## src/rtl/psram_pkg.sv

```systemverilog
// psram_pkg: shared grant ids, FSM encoding and controller widths for the PSRAM arbiter
package psram_pkg;
   localparam int MC_ADDR_W = 24;
   typedef enum logic [1:0] {
      GNT_LDR = 2'd0,
      GNT_CPU = 2'd1,
      GNT_PPU = 2'd2
   } gnt_t;
   typedef enum logic [1:0] {
      IDLE,
      ISSUE,
      WAIT_BUSY,
      WAIT_DONE
   } state_t;
   function automatic logic [2:0] gnt_onehot(input gnt_t g);
      return 3'b001 << g;
   endfunction
endpackage

```

## src/rtl/psram_arbiter_if.sv

```systemverilog
// psram_arbiter_if: requester-side and controller-side signals of the PSRAM arbiter
interface psram_arbiter_if #(parameter int ADDR_W = 22);
   import psram_pkg::*;
   logic              ldr_req;
   logic [ADDR_W-1:0] ldr_addr;
   logic [7:0]        ldr_wdata;
   logic              ldr_done;
   logic              cpu_req;
   logic              cpu_we;
   logic [ADDR_W-1:0] cpu_addr;
   logic [7:0]        cpu_wdata;
   logic [7:0]        cpu_rdata;
   logic              cpu_done;
   logic              ppu_req;
   logic [ADDR_W-1:0] ppu_addr;
   logic [7:0]        ppu_rdata;
   logic              ppu_done;
   logic                 mc_read;
   logic                 mc_write;
   logic [MC_ADDR_W-1:0] mc_addr;
   logic [7:0]           mc_din;
   logic                 mc_busy;
   logic [7:0]           mc_dout;
   logic                 timeout_err;
   modport slave (
      input  ldr_req, ldr_addr, ldr_wdata,
      input  cpu_req, cpu_we, cpu_addr, cpu_wdata,
      input  ppu_req, ppu_addr,
      input  mc_busy, mc_dout,
      output ldr_done, cpu_rdata, cpu_done, ppu_rdata, ppu_done,
      output mc_read, mc_write, mc_addr, mc_din, timeout_err
   );
   modport master (
      output ldr_req, ldr_addr, ldr_wdata,
      output cpu_req, cpu_we, cpu_addr, cpu_wdata,
      output ppu_req, ppu_addr,
      output mc_busy, mc_dout,
      input  ldr_done, cpu_rdata, cpu_done, ppu_rdata, ppu_done,
      input  mc_read, mc_write, mc_addr, mc_din, timeout_err
   );
endinterface

```

## src/rtl/psram_rr_pick.sv

```systemverilog
// psram_rr_pick: loader-first priority with CPU/PPU round-robin against the last CPU/PPU grant
module psram_rr_pick
   import psram_pkg::*;
(
   input  logic ldr_req,
   input  logic cpu_req,
   input  logic ppu_req,
   input  gnt_t rr_last,
   output logic valid,
   output gnt_t gnt
);
   always_comb begin
      valid = ldr_req | cpu_req | ppu_req;
      gnt = ldr_req ? GNT_LDR :
            (cpu_req && ppu_req) ? (rr_last == GNT_CPU ? GNT_PPU : GNT_CPU) :
            cpu_req ? GNT_CPU : GNT_PPU;
   end
endmodule

```

## src/rtl/psram_arbiter.sv

```systemverilog
// psram_arbiter: one-at-a-time sharing of the byte-wide PSRAM controller between loader, CPU and PPU
module psram_arbiter
   import psram_pkg::*;
#(
   parameter int ADDR_W  = 22,
   parameter int TIMEOUT = 15,
   parameter int TO_W    = 4
) (
   input logic clk,
   input logic reset,
   psram_arbiter_if.slave bus
);
   state_t            state, state_n;
   gnt_t              gnt_q, rr_last, pick;
   logic              pick_v;
   logic              we_q;
   logic [ADDR_W-1:0] addr_q;
   logic [7:0]        wdata_q, cpu_rd_q, ppu_rd_q;
   logic [2:0]        done_q;
   logic [TO_W-1:0]   cnt;
   logic              err_q;
   logic              take, fin_set, cap, to_set, expired, fin;

   psram_rr_pick u_pick (
      .ldr_req (bus.ldr_req),
      .cpu_req (bus.cpu_req),
      .ppu_req (bus.ppu_req),
      .rr_last (rr_last),
      .valid   (pick_v),
      .gnt     (pick)
   );

   assign expired = cnt >= TO_W'(TIMEOUT);
   // done_q is the completion pulse; the FSM lingers in its wait state during it so IDLE starts a cycle later
   assign fin = |done_q;

   always_ff @(posedge clk) begin
      if (reset) begin
         state <= IDLE;
         cnt   <= '0;
      end else begin
         state <= state_n;
         cnt   <= (state_n != state) ? '0 : cnt + TO_W'(1);
      end
   end

   always_comb begin
      state_n = state;
      take    = 1'b0;
      fin_set = 1'b0;
      cap     = 1'b0;
      to_set  = 1'b0;
      case (state)
         IDLE: begin
            take    = pick_v && !bus.mc_busy;
            state_n = take ? ISSUE : IDLE;
         end
         ISSUE: state_n = WAIT_BUSY;
         WAIT_BUSY: begin
            state_n = fin ? IDLE : bus.mc_busy ? WAIT_DONE : WAIT_BUSY;
            to_set  = !fin && !bus.mc_busy && expired;
            fin_set = to_set;
         end
         WAIT_DONE: begin
            state_n = fin ? IDLE : WAIT_DONE;
            cap     = !fin && !bus.mc_busy && !we_q;
            to_set  = !fin && bus.mc_busy && expired;
            fin_set = !fin && (!bus.mc_busy || expired);
         end
         default: state_n = IDLE;
      endcase
   end

   always_ff @(posedge clk) begin
      if (reset) begin
         gnt_q    <= GNT_LDR;
         rr_last  <= GNT_PPU;
         we_q     <= 1'b0;
         addr_q   <= '0;
         wdata_q  <= 8'h00;
         cpu_rd_q <= 8'h00;
         ppu_rd_q <= 8'h00;
         done_q   <= 3'b000;
         err_q    <= 1'b0;
      end else begin
         if (take) begin
            gnt_q   <= pick;
            rr_last <= (pick == GNT_LDR) ? rr_last : pick;
            we_q    <= (pick == GNT_LDR) || (pick == GNT_CPU && bus.cpu_we);
            addr_q  <= (pick == GNT_LDR) ? bus.ldr_addr : (pick == GNT_CPU) ? bus.cpu_addr : bus.ppu_addr;
            wdata_q <= (pick == GNT_LDR) ? bus.ldr_wdata : (pick == GNT_CPU) ? bus.cpu_wdata : 8'h00;
         end
         if (cap && gnt_q == GNT_CPU) cpu_rd_q <= bus.mc_dout;
         if (cap && gnt_q == GNT_PPU) ppu_rd_q <= bus.mc_dout;
         done_q <= fin_set ? gnt_onehot(gnt_q) : 3'b000;
         err_q  <= err_q | to_set;
      end
   end

   assign bus.mc_read     = (state == ISSUE) && !we_q;
   assign bus.mc_write    = (state == ISSUE) && we_q;
   assign bus.mc_addr     = {{(MC_ADDR_W-ADDR_W){1'b0}}, addr_q};
   assign bus.mc_din      = wdata_q;
   assign bus.ldr_done    = done_q[0];
   assign bus.cpu_done    = done_q[1];
   assign bus.ppu_done    = done_q[2];
   assign bus.cpu_rdata   = cpu_rd_q;
   assign bus.ppu_rdata   = ppu_rd_q;
   assign bus.timeout_err = err_q;
endmodule

```

## src/flat_wrapper.sv

```systemverilog
// flat-port wrapper written by rule: the top's interface ports become plain ports
module psram_arbiter_flat import psram_pkg::*;
#(
   parameter int ADDR_W  = 22,
   parameter int TIMEOUT = 15,
   parameter int TO_W    = 4
)
  (clk, reset, bus_ldr_req, bus_ldr_addr, bus_ldr_wdata, bus_cpu_req, bus_cpu_we, bus_cpu_addr, bus_cpu_wdata, bus_ppu_req, bus_ppu_addr, bus_mc_busy, bus_mc_dout, bus_ldr_done, bus_cpu_rdata, bus_cpu_done, bus_ppu_rdata, bus_ppu_done, bus_mc_read, bus_mc_write, bus_mc_addr, bus_mc_din, bus_timeout_err);
  psram_arbiter_if #(.ADDR_W(ADDR_W)) bus_i ();
  input logic clk;
  input logic reset;
  input wire logic [$bits(bus_i.ldr_req)-1:0] bus_ldr_req;
  input wire logic [$bits(bus_i.ldr_addr)-1:0] bus_ldr_addr;
  input wire logic [$bits(bus_i.ldr_wdata)-1:0] bus_ldr_wdata;
  input wire logic [$bits(bus_i.cpu_req)-1:0] bus_cpu_req;
  input wire logic [$bits(bus_i.cpu_we)-1:0] bus_cpu_we;
  input wire logic [$bits(bus_i.cpu_addr)-1:0] bus_cpu_addr;
  input wire logic [$bits(bus_i.cpu_wdata)-1:0] bus_cpu_wdata;
  input wire logic [$bits(bus_i.ppu_req)-1:0] bus_ppu_req;
  input wire logic [$bits(bus_i.ppu_addr)-1:0] bus_ppu_addr;
  input wire logic [$bits(bus_i.mc_busy)-1:0] bus_mc_busy;
  input wire logic [$bits(bus_i.mc_dout)-1:0] bus_mc_dout;
  output wire logic [$bits(bus_i.ldr_done)-1:0] bus_ldr_done;
  output wire logic [$bits(bus_i.cpu_rdata)-1:0] bus_cpu_rdata;
  output wire logic [$bits(bus_i.cpu_done)-1:0] bus_cpu_done;
  output wire logic [$bits(bus_i.ppu_rdata)-1:0] bus_ppu_rdata;
  output wire logic [$bits(bus_i.ppu_done)-1:0] bus_ppu_done;
  output wire logic [$bits(bus_i.mc_read)-1:0] bus_mc_read;
  output wire logic [$bits(bus_i.mc_write)-1:0] bus_mc_write;
  output wire logic [$bits(bus_i.mc_addr)-1:0] bus_mc_addr;
  output wire logic [$bits(bus_i.mc_din)-1:0] bus_mc_din;
  output wire logic [$bits(bus_i.timeout_err)-1:0] bus_timeout_err;
  assign bus_i.ldr_req = bus_ldr_req;
  assign bus_i.ldr_addr = bus_ldr_addr;
  assign bus_i.ldr_wdata = bus_ldr_wdata;
  assign bus_i.cpu_req = bus_cpu_req;
  assign bus_i.cpu_we = bus_cpu_we;
  assign bus_i.cpu_addr = bus_cpu_addr;
  assign bus_i.cpu_wdata = bus_cpu_wdata;
  assign bus_i.ppu_req = bus_ppu_req;
  assign bus_i.ppu_addr = bus_ppu_addr;
  assign bus_i.mc_busy = bus_mc_busy;
  assign bus_i.mc_dout = bus_mc_dout;
  assign bus_ldr_done = bus_i.ldr_done;
  assign bus_cpu_rdata = bus_i.cpu_rdata;
  assign bus_cpu_done = bus_i.cpu_done;
  assign bus_ppu_rdata = bus_i.ppu_rdata;
  assign bus_ppu_done = bus_i.ppu_done;
  assign bus_mc_read = bus_i.mc_read;
  assign bus_mc_write = bus_i.mc_write;
  assign bus_mc_addr = bus_i.mc_addr;
  assign bus_mc_din = bus_i.mc_din;
  assign bus_timeout_err = bus_i.timeout_err;
  psram_arbiter #(.ADDR_W(ADDR_W), .TIMEOUT(TIMEOUT), .TO_W(TO_W)) u_core (.clk(clk), .reset(reset), .bus(bus_i));
endmodule
```

## config.mk

```make
export PLATFORM = sky130hd
export DESIGN_NAME = psram_arbiter_flat
export DESIGN_NICKNAME = d
export VERILOG_FILES = /design/src/rtl/psram_pkg.sv /design/src/rtl/psram_arbiter_if.sv /design/src/rtl/psram_rr_pick.sv /design/src/rtl/psram_arbiter.sv /design/src/flat_wrapper.sv
export SDC_FILE = /design/constraint.sdc
export NUM_CORES = 1
export LEC_CHECK = 0
export CAP_MARGIN = 10
export CORE_MARGIN = 1.5
export CORE_UTILIZATION = 39
export DETAILED_ROUTE_END_ITERATION = 7
export PLACE_DENSITY_LB_ADDON = 0.12
export SLEW_MARGIN = 20
export SYNTH_ARGS = -nofsm -noshare
export SYNTH_HDL_FRONTEND = slang
export SYNTH_SLANG_ARGS = --single-unit
```

## constraint.sdc

```tcl
create_clock -name clk -period 2.4 [get_ports clk]
set_clock_uncertainty 0.2 [all_clocks]
set_input_delay 0.48 -clock clk [delete_from_list [all_inputs] [get_ports clk]]
set_output_delay 0.48 -clock clk [all_outputs]
set_load 0.005 [all_outputs]
```

==> flow_results.xml, run 1 <==
<?xml version="1.0" encoding="UTF-8"?>
<metrics>
  <group name="run_status">
    <metric name="status" unit="">finished, final reports clean</metric>
  </group>
  <group name="placement">
    <metric name="placement_stage_worst_setup_slack" unit="ns">-0.0427</metric>
    <metric name="dp.cells" unit="">533</metric>
    <metric name="io_buffer_count" unit="">148</metric>
    <metric name="place_hpwl" unit="um">5940</metric>
    <metric name="globalplace.congestion" unit="">0.754</metric>
  </group>
  <group name="synthesis">
    <metric name="leading_cell_types_by_count_after_synthesis" unit="">sky130_fd_sc_hd__dfxtp_1 (61), sky130_fd_sc_hd__mux2i_1 (37), sky130_fd_sc_hd__nor2_1 (31), sky130_fd_sc_hd__o221ai_1 (21), sky130_fd_sc_hd__inv_1 (16)</metric>
    <metric name="yosys.cell_count.top_type" unit="">sky130_fd_sc_hd__dfxtp_1</metric>
    <metric name="synthDominantCellAreaShare" unit="%">43.7</metric>
    <metric name="post_synth.cell_area_avg" unit="um2">9.51</metric>
    <metric name="number_of_enable_type_register_cells_in_the_synthesized_netlist" unit="">0</metric>
    <metric name="yosys-top-cells-area" unit="">sky130_fd_sc_hd__dfxtp_1 (44%), sky130_fd_sc_hd__mux2i_1 (13%), sky130_fd_sc_hd__o221ai_1 (6.6%)</metric>
    <metric name="postSynthRegisterBits" unit="">61</metric>
    <metric name="synth_area" unit="um2">2800</metric>
    <metric name="postSynth.asyncResetShare" unit="%">0</metric>
    <metric name="synth.largest_area_cell" unit="">sky130_fd_sc_hd__dfxtp_1</metric>
    <metric name="ys.warnings.count" unit="">0</metric>
    <metric name="gate_count_after_technology_mapping" unit="">294</metric>
    <metric name="top_ff_cell_synth" unit="">sky130_fd_sc_hd__dfxtp_1</metric>
    <metric name="unique_masters_post_synth" unit="">39</metric>
    <metric name="synth_seq_area_share" unit="%">43.7</metric>
  </group>
  <group name="worst_setup_path">
    <metric name="worst-r2r-cell-count" unit="">4</metric>
    <metric name="critical-path-slowest-cell" unit="">sky130_fd_sc_hd__clkdlybuf4s50_1</metric>
    <metric name="peak_fanout_along_the_critical_path" unit="">7</metric>
    <metric name="worst_setup_path_end_kind" unit="">output port</metric>
    <metric name="crit_chain" unit="">nand2b_1 &gt; nor2_1 &gt; clkdlybuf4s50_1</metric>
    <metric name="critPathRequiredTime" unit="ns">1.72</metric>
    <metric name="path_delay_family" unit="">buffers and inverters</metric>
    <metric name="worst-setup-path-type" unit="">reg -&gt; out</metric>
    <metric name="crit_buf_inv" unit="">1</metric>
    <metric name="timing.critical_path.arrival" unit="ns">1.54</metric>
    <metric name="timing.critical_path.depth" unit="">3</metric>
    <metric name="critPathMaxStageDelay" unit="ns">0.51</metric>
    <metric name="timing.reg2reg.setup_slack" unit="ns">0.51</metric>
    <metric name="startpoint_type_of_the_worst_setup_path" unit="">flip-flop</metric>
  </group>
  <group name="final_layout">
    <metric name="design.final.nets" unit="">546</metric>
    <metric name="layout_cells_sized_above_1" unit="%">9.49</metric>
    <metric name="fill_cells" unit="">591</metric>
    <metric name="regArea" unit="um2">1220</metric>
    <metric name="finalCoreUtilization" unit="%">67.8</metric>
    <metric name="layout.cells.non_filler" unit="">549</metric>
    <metric name="multi_input_area" unit="um2">1390</metric>
    <metric name="diodes" unit="">0</metric>
    <metric name="area_growth_syn_to_layout" unit="%">66.7</metric>
  </group>
  <group name="global_routing">
    <metric name="via_count_of_the_first_global_routing_pass" unit="">2688</metric>
    <metric name="antenna_found_initial" unit="">0</metric>
    <metric name="grtUsageTotal" unit="%">20.7</metric>
    <metric name="first_pass_grt_wire_length" unit="um">12400</metric>
    <metric name="total_grt_overflow" unit="">0</metric>
    <metric name="largest_net_degree_at_the_start_of_global_routing" unit="">57</metric>
  </group>
  <group name="drt">
    <metric name="postRouteAntennaNets" unit="">0</metric>
    <metric name="detail_route.wl_per_cell" unit="um">14.2</metric>
    <metric name="dr.pass1.iters" unit="">6</metric>
    <metric name="initialDrtViolationCount" unit="">105</metric>
    <metric name="route.final.wire_length" unit="um">7780</metric>
    <metric name="drt_drc_violations_left" unit="">0</metric>
    <metric name="detailroute.via_count" unit="">2705</metric>
    <metric name="routed_via_density" unit="">4.93</metric>
  </group>
  <group name="clock_network">
    <metric name="post-cts-setup-buffers" unit="">0</metric>
    <metric name="tritoncts_clock_tree" unit="">built</metric>
    <metric name="clock-root-buffer" unit="">sky130_fd_sc_hd__clkbuf_8</metric>
    <metric name="number_of_buffers_created_by_cts" unit="">9</metric>
    <metric name="clockBufferDepth" unit="">2</metric>
    <metric name="htree_num_levels" unit="">3</metric>
    <metric name="clk_pin_slew_worst_paths" unit="ns">0.07</metric>
    <metric name="tritoncts_num_sinks" unit="">61</metric>
    <metric name="clk_latency" unit="ns">0.33</metric>
  </group>
  <group name="sta">
    <metric name="final.setup.worst_slack" unit="ns">0.183</metric>
    <metric name="fmaxAchievable" unit="GHz">0.451</metric>
    <metric name="drv_slew" unit="">0</metric>
    <metric name="grt_setup_unrepaired" unit="">false</metric>
    <metric name="layout_worst_path_cycle_share" unit="%">92.4</metric>
    <metric name="period_minus_slack" unit="ns">2.22</metric>
    <metric name="setup_viol" unit="">0</metric>
    <metric name="timing.hold.ws" unit="ns">0.252</metric>
    <metric name="hold_vio_cnt_final" unit="">0</metric>
  </group>
  <group name="floorplan">
    <metric name="die_width" unit="um">87.7</metric>
    <metric name="initial_util" unit="%">40.7</metric>
    <metric name="core_area" unit="um2">6870</metric>
    <metric name="die-height" unit="um">87.7</metric>
    <metric name="die-area" unit="um2">7680</metric>
    <metric name="floorplan.rows" unit="">30</metric>
    <metric name="pin_count" unit="">151</metric>
  </group>
  <group name="min_path">
    <metric name="whs_path_depth" unit="">1</metric>
    <metric name="hold_path_class" unit="">reg -&gt; reg</metric>
  </group>
  <group name="power">
    <metric name="totalPowerFinal" unit="uW">2620</metric>
    <metric name="power_per_cell_area" unit="nW/um2">563</metric>
    <metric name="vdd_ir_drop_max" unit="uV">470</metric>
    <metric name="p_leak" unit="uW">0.00187</metric>
  </group>
  <group name="flow_run">
    <metric name="maxCapViolCount" unit="">0</metric>
  </group>
</metrics>
[kinds of logic (layout without fill, tap and decap cells)]
group,Yosys count,in the layout,share of synthesized area (%)
other,1,2,0.134
and+or+nand+nor,101,101,21.0
DFF,61,61,43.7
muxes,37,37,13.2
buffers and inverters,41,199,6.85
xor gates and xnor gates,3,3,0.940
adders and majority gates,2,2,0.806
AOI/OAI and AO/OA,48,48,13.3
[flip-flops by register name, summed over array words and instances, names as in the netlist, 2 cells and up]
| register | cells |
|---|---|
| u_core.gnt_q | 2 |
| u_core.cnt | 4 |
| u_core.addr_q | 22 |
| u_core.bus.ppu_rdata | 8 |
| u_core.state | 2 |
| u_core.bus.mc_din | 8 |
| u_core.bus.cpu_rdata | 8 |
| u_core.done_q | 3 |
| u_core.rr_last | 2 |
[final timing paths]
kind / from / to
min: u_core.cnt[0] / u_core.cnt[0]
max reg2reg: u_core.state[1] / u_core.done_q[1]
max: u_core.state[1] / bus_mc_read
min reg2reg: u_core.cnt[0] / u_core.cnt[0]
[cell type report]
class | instances | area share, %
Multi-Input combinational cell | 193 | 29.8
Sequential cell | 61 | 26.2
Timing Repair Buffer | 167 | 35.3
Tap cell | 96 | 2.58
Clock inverter | 6 | 1.85
Clock buffer | 10 | 2.95
Inverter | 16 | 1.29
[metrics by stage]
stage	setup TNS, ns	cell area, um2
after CTS	0	4660
after global routing	0	4660
after global placement	0	4430
after detailed placement	-0.244	4430
final	0	4660
after floorplan	0	2800
[power breakdown]
group / switching, uW / internal [uW]
Sequential: 40.1 / 1070
Combinational: 180 / 322
Clock: 400 / 611
[metal layers]
layer  share of wire [%]  track usage [%]
met5                   0                0
met4                0.78             7.07
met3                 8.1             6.79
met2                  50             37.1
met1                  41             23.0
[layout by cell type (no fill, tap or decap), drive strengths merged, types with 3 or more instances in the layout]
cell type,count
nand3,7
nand2,14
dfxtp,61
a21oi,9
clkinv,3
buf,20
nor2,31
nor3,3
nand2b,15
clkdlybuf4s50,147
a221o,5
inv,16
nand4b,13
clkbuf,10
and3,4
o221ai,21
mux2i,37
nor3b,4
a211oi,4
o21ai,5
and2,3
[repair_timing]
| action | 4_1_cts | 5_1_grt |
|---|---|---|
| endpoints found under the setup margin | 0 | 2 |
| resized for setup | 0 | 1 |
| hold buffers | 0 | 0 |
| hold endpoints to repair | 0 | 0 |
(Power assumes the default switching activity.)
==> inputs of run 2 (changes only) <==
- CORE_UTILIZATION: 39 -> 40
- CTS_BUF_LIST: unset -> sky130_fd_sc_hd__clkbuf_4
==> flow_results.xml, run 2 (synthesis results as in run 1) <==
<?xml version="1.0" encoding="UTF-8"?>
<metrics>
  <group name="global_routing">
    <metric name="first_pass_grt_wire_length" unit="um">12400</metric>
    <metric name="grt_use_met1" unit="%">24.9</metric>
    <metric name="grt.met2_usage" unit="%">36.3</metric>
    <metric name="total_grt_overflow" unit="">0</metric>
    <metric name="largest_net_degree_at_the_start_of_global_routing" unit="">38</metric>
    <metric name="via_count_of_the_first_global_routing_pass" unit="">2701</metric>
    <metric name="grtUsageTotal" unit="%">21.5</metric>
    <metric name="antenna_found_initial" unit="">0</metric>
    <metric name="gr-max-usage-layer" unit="">met2</metric>
    <metric name="gr-usage-met3" unit="%">5.62</metric>
  </group>
  <group name="sta">
    <metric name="layout_worst_path_cycle_share" unit="%">95.0</metric>
    <metric name="setup_viol" unit="">0</metric>
    <metric name="fmaxAchievable" unit="GHz">0.439</metric>
    <metric name="grt_setup_unrepaired" unit="">false</metric>
    <metric name="drv_slew" unit="">0</metric>
    <metric name="hold_vio_cnt_final" unit="">0</metric>
    <metric name="period_minus_slack" unit="ns">2.28</metric>
  </group>
  <group name="min_path">
    <metric name="hold_path_startpoint" unit="">reset</metric>
    <metric name="whs_path_depth" unit="">2</metric>
    <metric name="hold_path_end" unit="">u_core.bus.mc_din[6]</metric>
    <metric name="hold_path_class" unit="">in -&gt; reg</metric>
  </group>
  <group name="power">
    <metric name="vdd_ir_drop_max" unit="uV">373</metric>
    <metric name="totalPowerFinal" unit="uW">2450</metric>
    <metric name="p_leak" unit="uW">0.00184</metric>
    <metric name="power_per_cell_area" unit="nW/um2">535</metric>
  </group>
  <group name="worst_setup_path">
    <metric name="worstReg2RegEnd" unit="">u_core.done_q[1]</metric>
    <metric name="reg2reg_from" unit="">u_core.cnt[0]</metric>
    <metric name="startpoint_type_of_the_worst_setup_path" unit="">flip-flop</metric>
    <metric name="critPathRequiredTime" unit="ns">1.72</metric>
    <metric name="worst-setup-path-type" unit="">reg -&gt; out</metric>
    <metric name="timing.reg2reg.setup_slack" unit="ns">0.55</metric>
    <metric name="timing.critical_path.arrival" unit="ns">1.60</metric>
    <metric name="peak_fanout_along_the_critical_path" unit="">10</metric>
    <metric name="worst_setup_path_end_kind" unit="">output port</metric>
    <metric name="worst-r2r-cell-count" unit="">5</metric>
  </group>
  <group name="drt">
    <metric name="routed_via_density" unit="">5.16</metric>
    <metric name="dr.pass1.iters" unit="">4</metric>
    <metric name="drt_drc_violations_left" unit="">0</metric>
    <metric name="detail_route.wl_per_cell" unit="um">14.6</metric>
    <metric name="detailroute.via_count" unit="">2750</metric>
    <metric name="route.final.wire_length" unit="um">7770</metric>
    <metric name="initialDrtViolationCount" unit="">74</metric>
    <metric name="postRouteAntennaNets" unit="">0</metric>
  </group>
  <group name="placement">
    <metric name="io_buffer_count" unit="">148</metric>
    <metric name="placed_cell_area" unit="um2">4410</metric>
    <metric name="place_hpwl" unit="um">5980</metric>
    <metric name="globalplace.congestion" unit="">0.775</metric>
  </group>
  <group name="final_layout">
    <metric name="mostFrequentLayoutCells" unit="">sky130_fd_sc_hd__clkdlybuf4s50_1 (147), sky130_fd_sc_hd__dfxtp_1 (59), sky130_fd_sc_hd__mux2i_1 (37)</metric>
    <metric name="flip_flop_count_of_the_largest_register_after_layout" unit="">22</metric>
    <metric name="fill_cells" unit="">590</metric>
    <metric name="multi_input_area" unit="um2">1390</metric>
    <metric name="layout_cells_sized_above_1" unit="%">9.71</metric>
    <metric name="regArea" unit="um2">1220</metric>
    <metric name="area_growth_syn_to_layout" unit="%">63.9</metric>
    <metric name="largest-register" unit="">u_core.addr_q</metric>
    <metric name="layout.cells.most_common" unit="">sky130_fd_sc_hd__clkdlybuf4s50_1</metric>
    <metric name="final_instance_area" unit="um2">4580</metric>
    <metric name="design.final.nets" unit="">546</metric>
    <metric name="diodes" unit="">0</metric>
  </group>
  <group name="clock_network">
    <metric name="tritoncts_clock_tree" unit="">built</metric>
    <metric name="tritoncts_num_sinks" unit="">61</metric>
    <metric name="clock-root-buffer" unit="">sky130_fd_sc_hd__clkbuf_4</metric>
    <metric name="htree_num_levels" unit="">3</metric>
    <metric name="clk_pin_slew_worst_paths" unit="ns">0.11</metric>
    <metric name="clk_latency" unit="ns">0.41</metric>
    <metric name="number_of_buffers_created_by_cts" unit="">9</metric>
    <metric name="clockBufferDepth" unit="">2</metric>
    <metric name="post-cts-setup-buffers" unit="">0</metric>
  </group>
  <group name="floorplan">
    <metric name="floorplan.rows" unit="">30</metric>
    <metric name="die_width" unit="um">86.6</metric>
    <metric name="core_area" unit="um2">6760</metric>
    <metric name="die-height" unit="um">86.6</metric>
    <metric name="pin_count" unit="">151</metric>
    <metric name="die-area" unit="um2">7500</metric>
    <metric name="initial_util" unit="%">41.4</metric>
  </group>
  <group name="run_status">
    <metric name="status" unit="">finished, final reports clean</metric>
  </group>
  <group name="flow_run">
    <metric name="maxCapViolCount" unit="">0</metric>
  </group>
</metrics>
run 2: cell types whose count changed in the layout (fill, tap and decap cells not counted), sizes merged:
cell	previous run	this run
clkinv	3	1
clkinvlp	1	2
inv	16	18
clkbuf	10	9
run 2: how the worst max path moves through the flow:
stage                         start                 to  slack, ns  cells after the start
finish              u_core.state[0]        bus_mc_read       0.12                      3
global route        u_core.state[0]       bus_mc_write       0.01                      3
CTS                 u_core.state[1]        bus_mc_read       0.03                      3
detailed placement      bus_mc_busy  u_core.addr_q[14]      -0.02                      4
global placement        bus_mc_busy   u_core.addr_q[5]       0.03                      4
floorplan               bus_mc_busy    u_core.gnt_q[1]       0.38                      5
run 2: power breakdown:
group / total, uW / switching [uW] / internal, uW / leakage [uW]
logic: 505 / 181 / 324 / 0.00126
clock network: 834 / 407 / 427 / 0.0000829
registers: 1110 / 40.1 / 1070 / 0.000498
total: 2450 / 628 / 1820 / 0.00184
run 2: layout make-up:
cell class | instances | share of cell area [%]
multi-input cells | 193 | 30.3
well taps | 80 | 2.19
inverters | 16 | 1.31
flip-flops and latches | 61 | 26.7
clock buffers | 9 | 1.48
clock inverters | 7 | 2.13
repair buffers | 167 | 35.9
run 2: metal layers:
| layer | wire length [um] | vias to the layer above | part of all wire (%) |
|---|---|---|---|
| met5 | 0 | - | 0 |
| met3 | 568 | 15 | 7.3 |
| met1 | 3280 | 1270 | 42 |
| li1 | - | 1363 | - |
| met4 | 184 | 0 | 2.4 |
| met2 | 3740 | 102 | 48 |
run 2: through the flow:
| stage | worst slack [ns] | TNS, ns | utilization, % | hold slack, ns | std cells |
|---|---|---|---|---|---|
| finish | 0.121 | 0 | 67.8 | 0.134 | 533 |
| floorplan | 0.384 | 0 | - | 0.218 | 295 |
| global placement | 0.0339 | 0 | 65.3 | 0.231 | 517 |
| global route | 0.0134 | 0 | 67.8 | 0.127 | 533 |
| detailed placement | -0.0245 | -0.0767 | 65.3 | 0.246 | 517 |
| CTS | 0.0328 | 0 | 67.8 | 0.107 | 533 |
run 2: worst max-delay path: stages (launching register included):
cell and delay [ns]:
sky130_fd_sc_hd__dfxtp_2 0.47, sky130_fd_sc_hd__nand2b_1 0.12, sky130_fd_sc_hd__nor2_1 0.10, sky130_fd_sc_hd__clkdlybuf4s50_1 0.50
run 2: timing repair:
action,4_1_cts,5_1_grt
hold endpoints to repair,0,0
gates resized for setup,1,1
endpoints found under the setup margin,2,2
pin swaps,0,0
cloned,0,0
hold buffers,0,0
==> inputs of run 3 (changes only) <==
- ABC_AREA: unset -> 1
- CORE_UTILIZATION: 40 -> 42
- CTS_CLUSTER_DIAMETER: unset -> 200
- SKIP_CTS_REPAIR_TIMING: unset -> 1
==> flow_results.xml, run 3 <==
<?xml version="1.0" encoding="UTF-8"?>
<metrics>
  <group name="synthesis">
    <metric name="ys.warnings.count" unit="">0</metric>
    <metric name="synth.largest_area_cell" unit="">sky130_fd_sc_hd__dfxtp_1</metric>
    <metric name="number_of_enable_type_register_cells_in_the_synthesized_netlist" unit="">0</metric>
    <metric name="yosys-top-cells-area" unit="">sky130_fd_sc_hd__dfxtp_1 (41%), sky130_fd_sc_hd__nand2_1 (15%), sky130_fd_sc_hd__nand3_1 (10%)</metric>
    <metric name="synth_seq_area_share" unit="%">40.6</metric>
    <metric name="postSynthRegisterBits" unit="">61</metric>
    <metric name="synthDominantCellAreaShare" unit="%">40.6</metric>
    <metric name="top_ff_cell_synth" unit="">sky130_fd_sc_hd__dfxtp_1</metric>
    <metric name="postSynth.asyncResetShare" unit="%">0</metric>
    <metric name="leading_cell_types_by_count_after_synthesis" unit="">sky130_fd_sc_hd__nand2_1 (123), sky130_fd_sc_hd__nand3_1 (62), sky130_fd_sc_hd__dfxtp_1 (61), sky130_fd_sc_hd__inv_1 (59), sky130_fd_sc_hd__a21oi_1 (38)</metric>
    <metric name="synth_area" unit="um2">3010</metric>
    <metric name="yosys.cell_count.top_type" unit="">sky130_fd_sc_hd__nand2_1</metric>
    <metric name="post_synth.cell_area_avg" unit="um2">6.70</metric>
    <metric name="gate_count_after_technology_mapping" unit="">449</metric>
    <metric name="unique_masters_post_synth" unit="">27</metric>
  </group>
  <group name="drt">
    <metric name="drt_drc_violations_left" unit="">0</metric>
    <metric name="dr.pass1.iters" unit="">4</metric>
    <metric name="postRouteAntennaNets" unit="">0</metric>
    <metric name="detailroute.via_count" unit="">3331</metric>
    <metric name="detail_route.wl_per_cell" unit="um">12.3</metric>
    <metric name="initialDrtViolationCount" unit="">145</metric>
    <metric name="routed_via_density" unit="">4.77</metric>
    <metric name="route.final.wire_length" unit="um">8600</metric>
  </group>
  <group name="sta">
    <metric name="fmaxAchievable" unit="GHz">0.447</metric>
    <metric name="layout_worst_path_cycle_share" unit="%">93.2</metric>
    <metric name="setup_viol" unit="">0</metric>
    <metric name="grt_setup_unrepaired" unit="">false</metric>
    <metric name="period_minus_slack" unit="ns">2.24</metric>
    <metric name="sum_of_negative_setup_slack" unit="ns">0</metric>
    <metric name="hold_vio_cnt_final" unit="">0</metric>
    <metric name="drv_slew" unit="">0</metric>
    <metric name="final.setup.worst_slack" unit="ns">0.163</metric>
    <metric name="timing.hold.ws" unit="ns">0.263</metric>
  </group>
  <group name="final_layout">
    <metric name="design.final.nets" unit="">696</metric>
    <metric name="layout_cells_sized_above_1" unit="%">7.63</metric>
    <metric name="flip_flop_count_of_the_largest_register_after_layout" unit="">22</metric>
    <metric name="largest-register" unit="">u_core.addr_q</metric>
    <metric name="layout.cells.most_common" unit="">sky130_fd_sc_hd__clkdlybuf4s50_1</metric>
    <metric name="area_growth_syn_to_layout" unit="%">56.8</metric>
    <metric name="mostFrequentLayoutCells" unit="">sky130_fd_sc_hd__clkdlybuf4s50_1 (148), sky130_fd_sc_hd__nand2_1 (123), sky130_fd_sc_hd__nand3_1 (62)</metric>
    <metric name="diodes" unit="">0</metric>
  </group>
  <group name="global_routing">
    <metric name="antenna_found_initial" unit="">0</metric>
    <metric name="grtUsageTotal" unit="%">22.9</metric>
    <metric name="total_grt_overflow" unit="">0</metric>
    <metric name="first_pass_grt_wire_length" unit="um">13800</metric>
    <metric name="largest_net_degree_at_the_start_of_global_routing" unit="">25</metric>
    <metric name="via_count_of_the_first_global_routing_pass" unit="">3171</metric>
  </group>
  <group name="flow_run">
    <metric name="maxCapViolCount" unit="">0</metric>
  </group>
  <group name="placement">
    <metric name="place_hpwl" unit="um">6510</metric>
    <metric name="io_buffer_count" unit="">148</metric>
    <metric name="globalplace.congestion" unit="">0.801</metric>
    <metric name="placement_stage_worst_setup_slack" unit="ns">0.107</metric>
  </group>
  <group name="worst_setup_path">
    <metric name="startpoint_type_of_the_worst_setup_path" unit="">flip-flop</metric>
    <metric name="worst-setup-path-type" unit="">reg -&gt; out</metric>
    <metric name="timing.critical_path.arrival" unit="ns">1.56</metric>
    <metric name="timing.reg2reg.setup_slack" unit="ns">0.73</metric>
    <metric name="peak_fanout_along_the_critical_path" unit="">5</metric>
    <metric name="worst_setup_path_end_kind" unit="">output port</metric>
    <metric name="critPathRequiredTime" unit="ns">1.72</metric>
  </group>
  <group name="clock_network">
    <metric name="clk_latency" unit="ns">0.39</metric>
    <metric name="clock-root-buffer" unit="">sky130_fd_sc_hd__clkbuf_4</metric>
    <metric name="tritoncts_num_sinks" unit="">61</metric>
    <metric name="htree_num_levels" unit="">3</metric>
    <metric name="number_of_buffers_created_by_cts" unit="">9</metric>
    <metric name="clk_pin_slew_worst_paths" unit="ns">0.10</metric>
    <metric name="tritoncts_clock_tree" unit="">built</metric>
    <metric name="clockBufferDepth" unit="">2</metric>
  </group>
  <group name="power">
    <metric name="power_per_cell_area" unit="nW/um2">488</metric>
    <metric name="p_leak" unit="uW">0.00205</metric>
    <metric name="vdd_ir_drop_max" unit="uV">246</metric>
  </group>
  <group name="floorplan">
    <metric name="core_area" unit="um2">6870</metric>
    <metric name="pin_count" unit="">151</metric>
    <metric name="die-height" unit="um">87.7</metric>
    <metric name="die-area" unit="um2">7680</metric>
    <metric name="die_width" unit="um">87.7</metric>
    <metric name="initial_util" unit="%">43.8</metric>
    <metric name="floorplan.rows" unit="">30</metric>
  </group>
  <group name="run_status">
    <metric name="status" unit="">finished, final reports clean</metric>
  </group>
  <group name="min_path">
    <metric name="hold_path_class" unit="">reg -&gt; reg</metric>
  </group>
</metrics>
==> run 3: changes by cell type after synthesis, moves of 5 or more <==
cell / delta
sky130_fd_sc_hd__a21oi_1: +30
sky130_fd_sc_hd__a221o_1: -5
sky130_fd_sc_hd__a31oi_1: +15
sky130_fd_sc_hd__buf_4: +5
sky130_fd_sc_hd__clkbuf_1: -7
sky130_fd_sc_hd__inv_1: +43
sky130_fd_sc_hd__mux2i_1: -37
sky130_fd_sc_hd__nand2_1: +109
sky130_fd_sc_hd__nand2b_1: -15
sky130_fd_sc_hd__nand3_1: +55
sky130_fd_sc_hd__nand4b_1: -13
sky130_fd_sc_hd__o21ai_0: +9
sky130_fd_sc_hd__o221ai_1: -21
==> run 3: layout make-up <==
cell class | count | area [um2]
Clock inverter | 7 | 42.5
Multi-Input combinational cell | 301 | 1400
Sequential cell | 61 | 1220
Tap cell | 96 | 120
Timing Repair Buffer | 163 | 1630
Inverter | 62 | 235
Fill cell | 601 | 2150
Clock buffer | 9 | 67.6
==> run 3: through the flow <==
| stage | power (uW) | area [um2] | utilization (%) | instances |
|---|---|---|---|---|
| floorplan | 1390 | 3010 | - | 450 |
| global placement | 1720 | 4610 | 67.1 | 683 |
| detailed placement | 1730 | 4610 | 67.1 | 683 |
| CTS | 2320 | 4720 | 68.7 | 699 |
| global route | 2430 | 4720 | 68.7 | 699 |
| finish | 2310 | 4720 | 68.7 | 699 |
==> run 3: routing by layer <==
metal	vias up	GRT usage, %	wire, um
met5	-	0	0
met4	0	9.38	132
met3	13	5.28	599
met2	119	39.4	4200
met1	1479	27.6	3670
li1	1720	-	-
==> run 3: final timing paths <==
kind,end,startpoint,depth (start not counted)
max reg2reg,u_core.addr_q[9],u_core.state[0],11
max,bus_mc_read,u_core.state[0],3
min reg2reg,u_core.bus.ppu_rdata[7],u_core.bus.ppu_rdata[7],2
min,u_core.bus.ppu_rdata[7],u_core.bus.ppu_rdata[7],2
==> run 3: kinds of logic after synthesis <==
family,share of synthesized area (%)
AOI/OAI and AO/OA,12.9
xor gates and xnor gates,0.582
adders and majority gates,0.416
buffers and inverters,13.1
DFF,40.6
other,0.125
and+or+nand+nor,32.3
==> run 3: power by group <==
group / internal (uW) / total, uW / switching, uW
clock network: 205 / 593 / 389
logic: 336 / 600 / 264
registers: 1070 / 1110 / 37.5
==> run 3: worst max-delay path, stage by stage, from the launching register on <==
cell                              delay (ns)
sky130_fd_sc_hd__dfxtp_1                0.44
sky130_fd_sc_hd__nand2_1                0.12
sky130_fd_sc_hd__nor2_1                 0.10
sky130_fd_sc_hd__clkdlybuf4s50_1        0.51
